[config.mk]
export PLATFORM = sky130hd
export DESIGN_NAME = mem_port_arbiter_flat
export DESIGN_NICKNAME = d
export VERILOG_FILES = /design/src/rtl/mem_port_arbiter_pkg.sv /design/src/rtl/mem_port_arbiter_if.sv /design/src/rtl/mem_port_arbiter_starve_ctr.sv /design/src/rtl/mem_port_arbiter.sv /design/src/flat_wrapper.sv
export SDC_FILE = /design/constraint.sdc
export NUM_CORES = 1
export LEC_CHECK = 0
export BUFFER_PORTS_ARGS = -buffer_cell sky130_fd_sc_hd__buf_2
export CAP_MARGIN = 15
export CORE_MARGIN = 2
export CORE_UTILIZATION = 35
export CTS_CLUSTER_DIAMETER = 60
export DETAILED_ROUTE_END_ITERATION = 8
export GPL_TIMING_DRIVEN = 0
export PLACE_DENSITY = 0.67
export SLEW_MARGIN = 20
export SYNTH_ARGS = -nofsm -noshare
export SYNTH_HDL_FRONTEND = slang
export SYNTH_SLANG_ARGS = --single-unit
[constraint.sdc]
create_clock -name clk -period 3 [get_ports clk]
set_input_delay 0.45 -clock clk [delete_from_list [all_inputs] [get_ports clk]]
set_output_delay 0.45 -clock clk [all_outputs]
set_load 0.02 [all_outputs]
[src/rtl/mem_port_arbiter_pkg.sv]
// Shared types for the unified memory port arbiter: FSM states, port owner and latency counter width.
package mem_arb_pkg;

    typedef enum logic [1:0] {
        IDLE,
        ISSUE,
        WAIT,
        ACK
    } arb_state_t;

    typedef enum logic {
        OWN_CPU,
        OWN_EXT
    } owner_t;

    // Read latency counter width; supports RD_LAT up to 256.
    localparam int LAT_W = 8;

endpackage

[src/rtl/mem_port_arbiter_if.sv]
// Signal bundle between the core port, the external loader port and the memory macro.
// slave is the arbiter's view, master is the requester/memory side view.
interface mem_port_arbiter_if #(
    parameter int AW = 32,
    parameter int DW = 32
);
    logic          cpu_req;
    logic          cpu_we;
    logic [AW-1:0] cpu_addr;
    logic [DW-1:0] cpu_wdata;
    logic [DW-1:0] cpu_rdata;
    logic          cpu_ack;
    logic          cpu_stall;

    logic          ext_req;
    logic          ext_we;
    logic [AW-1:0] ext_addr;
    logic [DW-1:0] ext_wdata;
    logic [DW-1:0] ext_rdata;
    logic          ext_ack;

    logic          mem_en;
    logic          mem_we;
    logic [AW-1:0] mem_addr;
    logic [DW-1:0] mem_wdata;
    logic [DW-1:0] mem_rdata;

    modport slave (
        input  cpu_req, cpu_we, cpu_addr, cpu_wdata,
        output cpu_rdata, cpu_ack, cpu_stall,
        input  ext_req, ext_we, ext_addr, ext_wdata,
        output ext_rdata, ext_ack,
        output mem_en, mem_we, mem_addr, mem_wdata,
        input  mem_rdata
    );

    modport master (
        output cpu_req, cpu_we, cpu_addr, cpu_wdata,
        input  cpu_rdata, cpu_ack, cpu_stall,
        output ext_req, ext_we, ext_addr, ext_wdata,
        input  ext_rdata, ext_ack,
        input  mem_en, mem_we, mem_addr, mem_wdata,
        output mem_rdata
    );

endinterface

[src/rtl/mem_port_arbiter_starve_ctr.sv]
// Saturating count of cycles the external port has waited; ge_lim forces the next grant to ext.
module arb_starve_ctr #(
    parameter int STARVE_LIM = 8
) (
    input  logic clk,
    input  logic rst,
    input  logic inc,
    input  logic clr,
    output logic ge_lim
);
    localparam int CW = $clog2(STARVE_LIM + 1);

    logic [CW-1:0] cnt_q, cnt_d;

    // NOTE: combinational blocks assign a default first so no path leaves cnt_d unassigned (no latch).
    always_comb begin
        cnt_d = cnt_q;
        if (clr) begin
            cnt_d = '0;
        end else if (inc && (cnt_q < CW'(STARVE_LIM))) begin
            cnt_d = cnt_q + 1'b1;
        end
    end

    // NOTE: sequential state uses non-blocking assignment so every flop samples pre-edge values.
    always_ff @(posedge clk or negedge rst) begin
        if (!rst) begin
            cnt_q <= '0;
        end else begin
            cnt_q <= cnt_d;
        end
    end

    assign ge_lim = (cnt_q >= CW'(STARVE_LIM));

endmodule

[src/rtl/mem_port_arbiter.sv]
// Arbitrates the core and the external loader onto the single memory port: IDLE -> ISSUE -> [WAIT] -> ACK.
// Define ARB_STATS_EN to add grant and starvation-hit counters as extra outputs.
module mem_port_arbiter
    import mem_arb_pkg::*;
#(
    parameter int AW         = 32,
    parameter int DW         = 32,
    parameter int RD_LAT     = 1,
    parameter int STARVE_LIM = 8
) (
    input  logic                 clk,
    input  logic                 rst,
    mem_port_arbiter_if.slave    bus
`ifdef ARB_STATS_EN
    ,
    output logic [15:0]          cpu_grant_cnt,
    output logic [15:0]          ext_grant_cnt,
    output logic [15:0]          starve_hit_cnt
`endif
);
    arb_state_t     state_q;
    owner_t         owner_q;
    logic           we_q;
    logic [AW-1:0]  addr_q;
    logic [DW-1:0]  wdata_q;
    logic [LAT_W-1:0] lat_q;
    logic           mem_en_q;
    logic           cpu_ack_q, ext_ack_q;
    logic [DW-1:0]  cpu_rdata_q, ext_rdata_q;

    logic ext_ge_lim;
    logic grant, ext_win, ext_grant, ext_busy;

    assign grant     = (state_q == IDLE) && (bus.cpu_req || bus.ext_req);
    assign ext_win   = bus.ext_req && (!bus.cpu_req || ext_ge_lim);
    assign ext_grant = grant && ext_win;
    assign ext_busy  = (state_q != IDLE) && (owner_q == OWN_EXT);

    arb_starve_ctr #(
        .STARVE_LIM (STARVE_LIM)
    ) u_starve (
        .clk    (clk),
        .rst    (rst),
        .inc    (bus.ext_req && !ext_busy && !ext_grant),
        .clr    (ext_grant),
        .ge_lim (ext_ge_lim)
    );

    always_ff @(posedge clk or negedge rst) begin
        if (!rst) begin
            // NOTE: datapath registers are reset too because rdata and mem_* must read 0 out of reset.
            state_q     <= IDLE;
            owner_q     <= OWN_CPU;
            we_q        <= 1'b0;
            addr_q      <= '0;
            wdata_q     <= '0;
            lat_q       <= '0;
            mem_en_q    <= 1'b0;
            cpu_ack_q   <= 1'b0;
            ext_ack_q   <= 1'b0;
            cpu_rdata_q <= '0;
            ext_rdata_q <= '0;
        end else begin
            mem_en_q  <= 1'b0;
            cpu_ack_q <= 1'b0;
            ext_ack_q <= 1'b0;
            unique case (state_q)
                IDLE: begin
                    if (grant) begin
                        owner_q  <= ext_win ? OWN_EXT : OWN_CPU;
                        we_q     <= ext_win ? bus.ext_we    : bus.cpu_we;
                        addr_q   <= ext_win ? bus.ext_addr  : bus.cpu_addr;
                        wdata_q  <= ext_win ? bus.ext_wdata : bus.cpu_wdata;
                        mem_en_q <= 1'b1;
                        state_q  <= ISSUE;
                    end
                end
                ISSUE: begin
                    if (we_q) begin
                        cpu_ack_q <= (owner_q == OWN_CPU);
                        ext_ack_q <= (owner_q == OWN_EXT);
                        state_q   <= ACK;
                    end else begin
                        lat_q   <= LAT_W'(RD_LAT - 1);
                        state_q <= WAIT;
                    end
                end
                WAIT: begin
                    if (lat_q == '0) begin
                        if (owner_q == OWN_EXT) ext_rdata_q <= bus.mem_rdata;
                        else                    cpu_rdata_q <= bus.mem_rdata;
                        cpu_ack_q <= (owner_q == OWN_CPU);
                        ext_ack_q <= (owner_q == OWN_EXT);
                        state_q   <= ACK;
                    end else begin
                        lat_q <= lat_q - 1'b1;
                    end
                end
                ACK: begin
                    // A request still high here is left for the next IDLE arbitration.
                    state_q <= IDLE;
                end
            endcase
        end
    end

    assign bus.mem_en    = mem_en_q;
    assign bus.mem_we    = we_q;
    assign bus.mem_addr  = addr_q;
    assign bus.mem_wdata = wdata_q;
    assign bus.cpu_ack   = cpu_ack_q;
    assign bus.cpu_rdata = cpu_rdata_q;
    assign bus.cpu_stall = bus.cpu_req && !cpu_ack_q;
    assign bus.ext_ack   = ext_ack_q;
    assign bus.ext_rdata = ext_rdata_q;

`ifdef ARB_STATS_EN
    logic [15:0] cpu_grant_q, ext_grant_q, starve_hit_q;

    always_ff @(posedge clk or negedge rst) begin
        if (!rst) begin
            cpu_grant_q  <= '0;
            ext_grant_q  <= '0;
            starve_hit_q <= '0;
        end else begin
            if (grant && !ext_win)          cpu_grant_q  <= cpu_grant_q + 16'd1;
            if (ext_grant)                  ext_grant_q  <= ext_grant_q + 16'd1;
            if (ext_grant && bus.cpu_req)   starve_hit_q <= starve_hit_q + 16'd1;
        end
    end

    assign cpu_grant_cnt  = cpu_grant_q;
    assign ext_grant_cnt  = ext_grant_q;
    assign starve_hit_cnt = starve_hit_q;
`endif

endmodule
[src/flat_wrapper.sv]
// flat-port wrapper written by rule: the top's interface ports become plain ports
module mem_port_arbiter_flat import mem_arb_pkg::*;
#(
    parameter int AW         = 32,
    parameter int DW         = 32,
    parameter int RD_LAT     = 1,
    parameter int STARVE_LIM = 8
)
  (clk, rst, bus_cpu_req, bus_cpu_we, bus_cpu_addr, bus_cpu_wdata, bus_cpu_rdata, bus_cpu_ack, bus_cpu_stall, bus_ext_req, bus_ext_we, bus_ext_addr, bus_ext_wdata, bus_ext_rdata, bus_ext_ack, bus_mem_en, bus_mem_we, bus_mem_addr, bus_mem_wdata, bus_mem_rdata);
  mem_port_arbiter_if #(.AW(AW), .DW(DW)) bus_i ();
  input  logic clk;
  input  logic rst;
  input wire logic [$bits(bus_i.cpu_req)-1:0] bus_cpu_req;
  input wire logic [$bits(bus_i.cpu_we)-1:0] bus_cpu_we;
  input wire logic [$bits(bus_i.cpu_addr)-1:0] bus_cpu_addr;
  input wire logic [$bits(bus_i.cpu_wdata)-1:0] bus_cpu_wdata;
  output wire logic [$bits(bus_i.cpu_rdata)-1:0] bus_cpu_rdata;
  output wire logic [$bits(bus_i.cpu_ack)-1:0] bus_cpu_ack;
  output wire logic [$bits(bus_i.cpu_stall)-1:0] bus_cpu_stall;
  input wire logic [$bits(bus_i.ext_req)-1:0] bus_ext_req;
  input wire logic [$bits(bus_i.ext_we)-1:0] bus_ext_we;
  input wire logic [$bits(bus_i.ext_addr)-1:0] bus_ext_addr;
  input wire logic [$bits(bus_i.ext_wdata)-1:0] bus_ext_wdata;
  output wire logic [$bits(bus_i.ext_rdata)-1:0] bus_ext_rdata;
  output wire logic [$bits(bus_i.ext_ack)-1:0] bus_ext_ack;
  output wire logic [$bits(bus_i.mem_en)-1:0] bus_mem_en;
  output wire logic [$bits(bus_i.mem_we)-1:0] bus_mem_we;
  output wire logic [$bits(bus_i.mem_addr)-1:0] bus_mem_addr;
  output wire logic [$bits(bus_i.mem_wdata)-1:0] bus_mem_wdata;
  input wire logic [$bits(bus_i.mem_rdata)-1:0] bus_mem_rdata;
  assign bus_i.cpu_req = bus_cpu_req;
  assign bus_i.cpu_we = bus_cpu_we;
  assign bus_i.cpu_addr = bus_cpu_addr;
  assign bus_i.cpu_wdata = bus_cpu_wdata;
  assign bus_cpu_rdata = bus_i.cpu_rdata;
  assign bus_cpu_ack = bus_i.cpu_ack;
  assign bus_cpu_stall = bus_i.cpu_stall;
  assign bus_i.ext_req = bus_ext_req;
  assign bus_i.ext_we = bus_ext_we;
  assign bus_i.ext_addr = bus_ext_addr;
  assign bus_i.ext_wdata = bus_ext_wdata;
  assign bus_ext_rdata = bus_i.ext_rdata;
  assign bus_ext_ack = bus_i.ext_ack;
  assign bus_mem_en = bus_i.mem_en;
  assign bus_mem_we = bus_i.mem_we;
  assign bus_mem_addr = bus_i.mem_addr;
  assign bus_mem_wdata = bus_i.mem_wdata;
  assign bus_i.mem_rdata = bus_mem_rdata;
  mem_port_arbiter #(.AW(AW), .DW(DW), .RD_LAT(RD_LAT), .STARVE_LIM(STARVE_LIM)) u_core (.clk(clk), .rst(rst), .bus(bus_i));
endmodule
Word level (Yosys, flattened, before mapping)
Cells that the tools add are included.

Flip-flop bits (word level): 147. Latch bits: 0. Memory bits (writable): 0. Bits in read-only memories: 0. Bits of input ports: 166. Output and inout bits: 133. Logic and storage cells: 69. Memories kept: 0.

Add/subtract/negate cells: 2. Multipliers: 0. Divide/modulo/power cells: 0. Magnitude comparators: 2. Eq/ne operators: 7. Shifts and indexed selects: 0. Mux-type cells: 21. Bitwise logic cells: 1. Reductions and logical operators: 24.

Operators with widths (count): $mux 32 (2); $mux 8 (2); $pmux 8 s2 (1); $mux 1 (9); $reduce_and 3->1 (3); $logic_and 1x1->1 (8); $logic_not 8->1 (1); $mux 4 (2); $pmux 2 s4 (1); $sub 8x1->8 const B (1); $reduce_bool 2->1 (3); $add 4x1->4 const B (1); $eq 2x2->1 const B (2); $ge 4x4->1 const B (1); $logic_not 1->1 (4); $lt 4x4->1 const B (1); $mux 2 (2); $ne 2x1->1 const B (2); $ne 2x2->1 const B (2); $pmux 1 s2 (2); $reduce_and 2->1 (2); $eq 2x1->1 const B (1); $logic_not 2->1 (1); $logic_or 1x1->1 (2); $not 1->1 (1).

Longest topological paths before layout
Depth in word-level cells: 9. Mapped depth: 8. Mapped depth without buffers: 6.

Cells and area by module
Synthesis repeated with hierarchy kept, for this count alone.

Cell total of the unflattened synthesis: 528. Area total of the unflattened synthesis: 6513.7 µm².

By module, submodules not included: mem_port_arbiter (instances 1, cells an instance 509, area each 6304.8 µm², seq. area each 3578.4 µm²); arb_starve_ctr (instances 1, cells an instance 19, area each 209.0 µm², seq. area each 100.1 µm²).

Worst setup path before layout
OpenSTA, ideal clock, no wires.

Kind: register to register. Start point: register u_core.lat_q[0]. End point: register u_core.ext_rdata_q[10] (netlist: u_core.bus.ext_rdata[10]). Library setup time: 0.127 ns. Arrival time: 1.930 ns. Required time: 2.873 ns. Setup slack: 0.943 ns. Cell stages (with the launch flop): 9. Buffers on the path: 2. Clock period less this slack: 2.057 ns. Path through: dfrtp_1 inv_1 ha_1 or3b_1 nor3_4 and2_1 buf_4 buf_6 mux2_1.

Word-level cells in the longest chain between the ends: 2.

Ends and longest elaborated chain: start: declaration (line mem_port_arbiter.sv:26) `logic [LAT_W-1:0] lat_q;`; start signal: assignment (line mem_port_arbiter.sv:84) `lat_q <= LAT_W'(RD_LAT - 1);`; start signal: assignment (line mem_port_arbiter.sv:96) `lat_q <= lat_q - 1'b1;`; $logic_not 8->1 (line mem_port_arbiter.sv:89) `if (lat_q == '0) begin`; $reduce_and 3->1 (no line); end signal: assignment (line mem_port_arbiter.sv:90) `if (owner_q == OWN_EXT) ext_rdata_q <= bus.mem_rdata;`; end: declaration (line mem_port_arbiter.sv:29) `logic [DW-1:0] cpu_rdata_q, ext_rdata_q;`.

No other way between the ends. A chain may end at the register's enable or synchronous reset.

Final worst setup path
Start point: register u_core.state_q[0]. End point: register u_core.wdata_q[20] (netlist: u_core.bus.mem_wdata[20]).

Word-level cells in the longest chain between the ends: 3.

Ends and longest elaborated chain: start: declaration (line mem_port_arbiter.sv:21) `arb_state_t state_q;`; start signal: assignment (line mem_port_arbiter.sv:52) `state_q <= IDLE;`; start signal: assignment (line mem_port_arbiter.sv:75) `state_q <= ISSUE;`; start signal: assignment (line mem_port_arbiter.sv:82) `state_q <= ACK;`; $logic_not 2->1 (*) (line mem_port_arbiter.sv:34, mem_port_arbiter.sv:67); $logic_and 1x1->1 (line mem_port_arbiter.sv:34) `assign grant = (state_q == IDLE) && (bus.cpu_req || bus.ext_req);`; $reduce_and 2->1 (no line) (*); end signal: assignment (line mem_port_arbiter.sv:73) `wdata_q <= ext_win ? bus.ext_wdata : bus.cpu_wdata;`; end: declaration (line mem_port_arbiter.sv:25) `logic [DW-1:0] wdata_q;`.

Every way passes the cells marked *; elsewhere a longest branch is shown, timed or not.

==> run summary <==
outcome: finished clean
Starting Density: 35.9%
final hold vios: 0
total chip power: 10.3 mW
Post-Syn Nets: 698
Comb power frac: 44.9%
Routed Antenna Nets: 0
sw power: 4.13 mW
worst slew pin tran: 0.686 ns
Leakage: 4.60 nW
detailed placer's ending HPWL: 13,600 µm
Met3 Wirelength: 1210 µm
PD cells: 1140 nW/µm²
largest net degree at the start of global routing: 93
clock network power share: 21.8%
initial DRC count: 160
Nets: 1,017
Setup CP Type: reg2reg
post-synth top area cell: dfrtp_1
met2 routed WL: 8720 µm
Post-CTS Setup Inserts: 0
first-pass GRT wire length: 27,300 µm
H-Tree Depth: 4
maximum clock rate: 391 MHz
Area after DPL: 8340 µm²
Max Cap Viol: 0
Slew Viols, Final: 0
cell area after layout: 8970 µm²
CTS sink count: 147
Layout fillers: 1,673
Worst setup SP type: flop
Multi-input gate area: 2600 µm²
via count: 5,095
sequential share of power: 33.3%
#FFs+latches synth: 147
TritonCTS clock tree: yes
Post-Syn Instances: 525
CP arrival: 2.90 ns
chip height: 140 µm
num rows: 49
Tcrit/Tclk final: 85.2%
full die area: 19,700 µm²
EDFF count, synth: 0
crit path time final: 2.56 ns
worst IR drop on VDD: 0.000493 V
Pre-antenna DRT Iters: 6
num ports: 299
Critical Path Sink Type: flop
CP required: 3.34 ns
final wirelength: 17,700 µm
Clk pin slew, worst setup/hold paths: 0.07 ns
worst-skew pair later-pin latency: 0.42 ns
pre-CTS setup slack: 0.399 ns
clk buf depth: 2
number of global-route vias before repair: 5,091
Max Used Layer: met4
routability cong.: 0.825
synthesis-to-layout area growth: 37.5%
synth warn: 0
Post-Place Cells: 1,053
Crit Path Max Fanout: 10
top cells by area, synth: dfrtp_1, mux2i_1, mux2_4, o21ai_0, mux2_1
share of cells above drive strength 1: 44.8%
Die Width: 140 µm
final worst slack: 0.443 ns
flip-flop and latch area: 3680 µm²
sequential-to-total area share from yosys stat: 56.4%
area of the mapped netlist: 6520 µm²
drt drc: 0
Post-Layout Cell Count: 1,087
Synth top area share: 56.4%
initial antenna violation count: 1
Synth cell types: 47
slew margin rel.: 53.9%
total CTS buffers: 17
Metal-1 WL: 7430 µm
final setup TNS: 0 ns
WL/cell: 16.3 µm
primary flip-flop cell chosen by synthesis mapping: dfrtp_1
Port Buffers: 298
Worst Skew: 0.00845 ns
total track usage: 17.9%
routed vias/inst: 4.69
Hold Path Class: in2reg
RSZ-0062 raised after global routing: false
switching share of power: 40.2%
commonest non-fill, non-tap cell in the layout: buf_2
setup violators final: 0
core region area: 18,100 µm²
Synth Area per Inst: 12.4 µm²
Root Buffer: clkbuf_16
ys async rst share: 100%
Remaining Overflow, GRT: 0
Int Pwr: 6.14 mW
commonest cells after routing, fill and taps aside: buf_2, dfrtp_1, o21ai_0
## worst paths after layout
kind | to | depth (start not counted) | slack [ns] | start
worst max-delay path | u_core.bus.mem_wdata[20]$_DFFE_PN0P_ | 8 | 0.44 | u_core.state_q[0]$_DFFE_PN0P_
worst min-delay path | u_core.bus.ext_rdata[18]$_DFFE_PN0P_ | 2 | 0.26 | bus_mem_rdata[18]
worst max register to register | u_core.bus.mem_wdata[20]$_DFFE_PN0P_ | 8 | 0.44 | u_core.state_q[0]$_DFFE_PN0P_
worst min register to register | u_core.bus.mem_wdata[30]$_DFFE_PN0P_ | 2 | 0.47 | u_core.bus.mem_wdata[30]$_DFFE_PN0P_
max in group asynchronous | u_core.bus.mem_wdata[31]$_DFFE_PN0P_ | 3 | 1.64 | rst
min in group asynchronous | u_core.bus.cpu_rdata[7]$_DFFE_PN0P_ | 2 | 0.56 | rst
## layout make-up
cell class,instances,area share [%]
timing repair buffer,300,17.2
tap,229,3.20
buffer,32,2.34
antenna,1,0.0279
multi-input combinational,337,29.0
sequential,147,41.0
clock inverter,13,1.97
clock buffer,19,4.94
inverter,9,0.377
## synth_stat cells (2+ instances only)
library cell and n:
mux2_2 5, nor4_1 2, a21boi_0 2, mux2i_1 67
buf_6 4, nor3_1 2, o21ai_0 77, nor3b_1 2
mux2_4 30, nand3_1 3, a21oi_1 8, clkbuf_1 18
nand2_1 68, nand4_1 2, nor2b_1 2, buf_12 3
ha_1 7, buf_2 6, mux2_1 30, dfrtp_1 147
inv_1 8, nor2_1 7
## critical path, stage by stage (launching register included)
cell      delay, ns
dfrtp_1        0.36
inv_1          0.08
ha_1           0.20
clkbuf_1       0.22
o21ai_1        0.44
clkbuf_1       0.55
clkbuf_1       0.44
nand2_1        0.11
o21ai_0        0.08
## power by group through the flow
stage	combinational, mW	clock [mW]	sequential, mW
detailed placement	4.68	0	3.44
finish	4.61	2.23	3.42
CTS	4.69	2.29	3.42
global placement	4.62	0	3.41
floorplan	1.95	0	4.51
global route	5.00	2.38	3.53
## what timing repair did
action / in CTS / in global routing
endpoints found under the hold margin: 55 / 0
resized for setup: 0 / 0
hold buffers: 1 / 0
## layer usage
layer	vias up	track usage, %
met3	19	4.31
met2	224	31.0
met4	0	6.53
li1	2495	-
met5	-	0
met1	2357	21.9
## cell families after synthesis
group	share of synthesized area, %
buffers and inverters	3.74
XOR/XNOR	0.269
adder cells (fa/ha/maj)	1.34
AND/OR/NAND/NOR	6.64
AO/OA/AOI/OAI	8.35
flip-flops	56.4
multiplexers	23.2
## stage by stage
| stage | hold WS (ns) | utilization [%] |
|---|---|---|
| 3_3_place_gp | 0.458 | 45.7 |
| 4_1_cts | 0.240 | 49.4 |
| 2_1_floorplan | 0.154 | - |
| 3_5_place_dp | 0.402 | 45.9 |
| 5_1_grt | 0.252 | 49.4 |
| 6_report | 0.264 | 49.4 |
## sequential cells by signal (all words and copies together), names as in the netlist
| register | count |
|---|---|
| u_core.bus.mem_addr | 32 |
| u_core.bus.ext_rdata | 32 |
| u_core.bus.cpu_ack | 1 |
| u_core.bus.cpu_rdata | 32 |
| u_core.bus.mem_we | 1 |
| u_core.u_starve.cnt_q | 4 |
| u_core.bus.mem_wdata | 32 |
| u_core.lat_q | 8 |
| u_core.bus.mem_en | 1 |
| u_core.owner_q | 1 |
| u_core.bus.ext_ack | 1 |
| u_core.state_q | 2 |
Power figures use the tool's default switching activity.
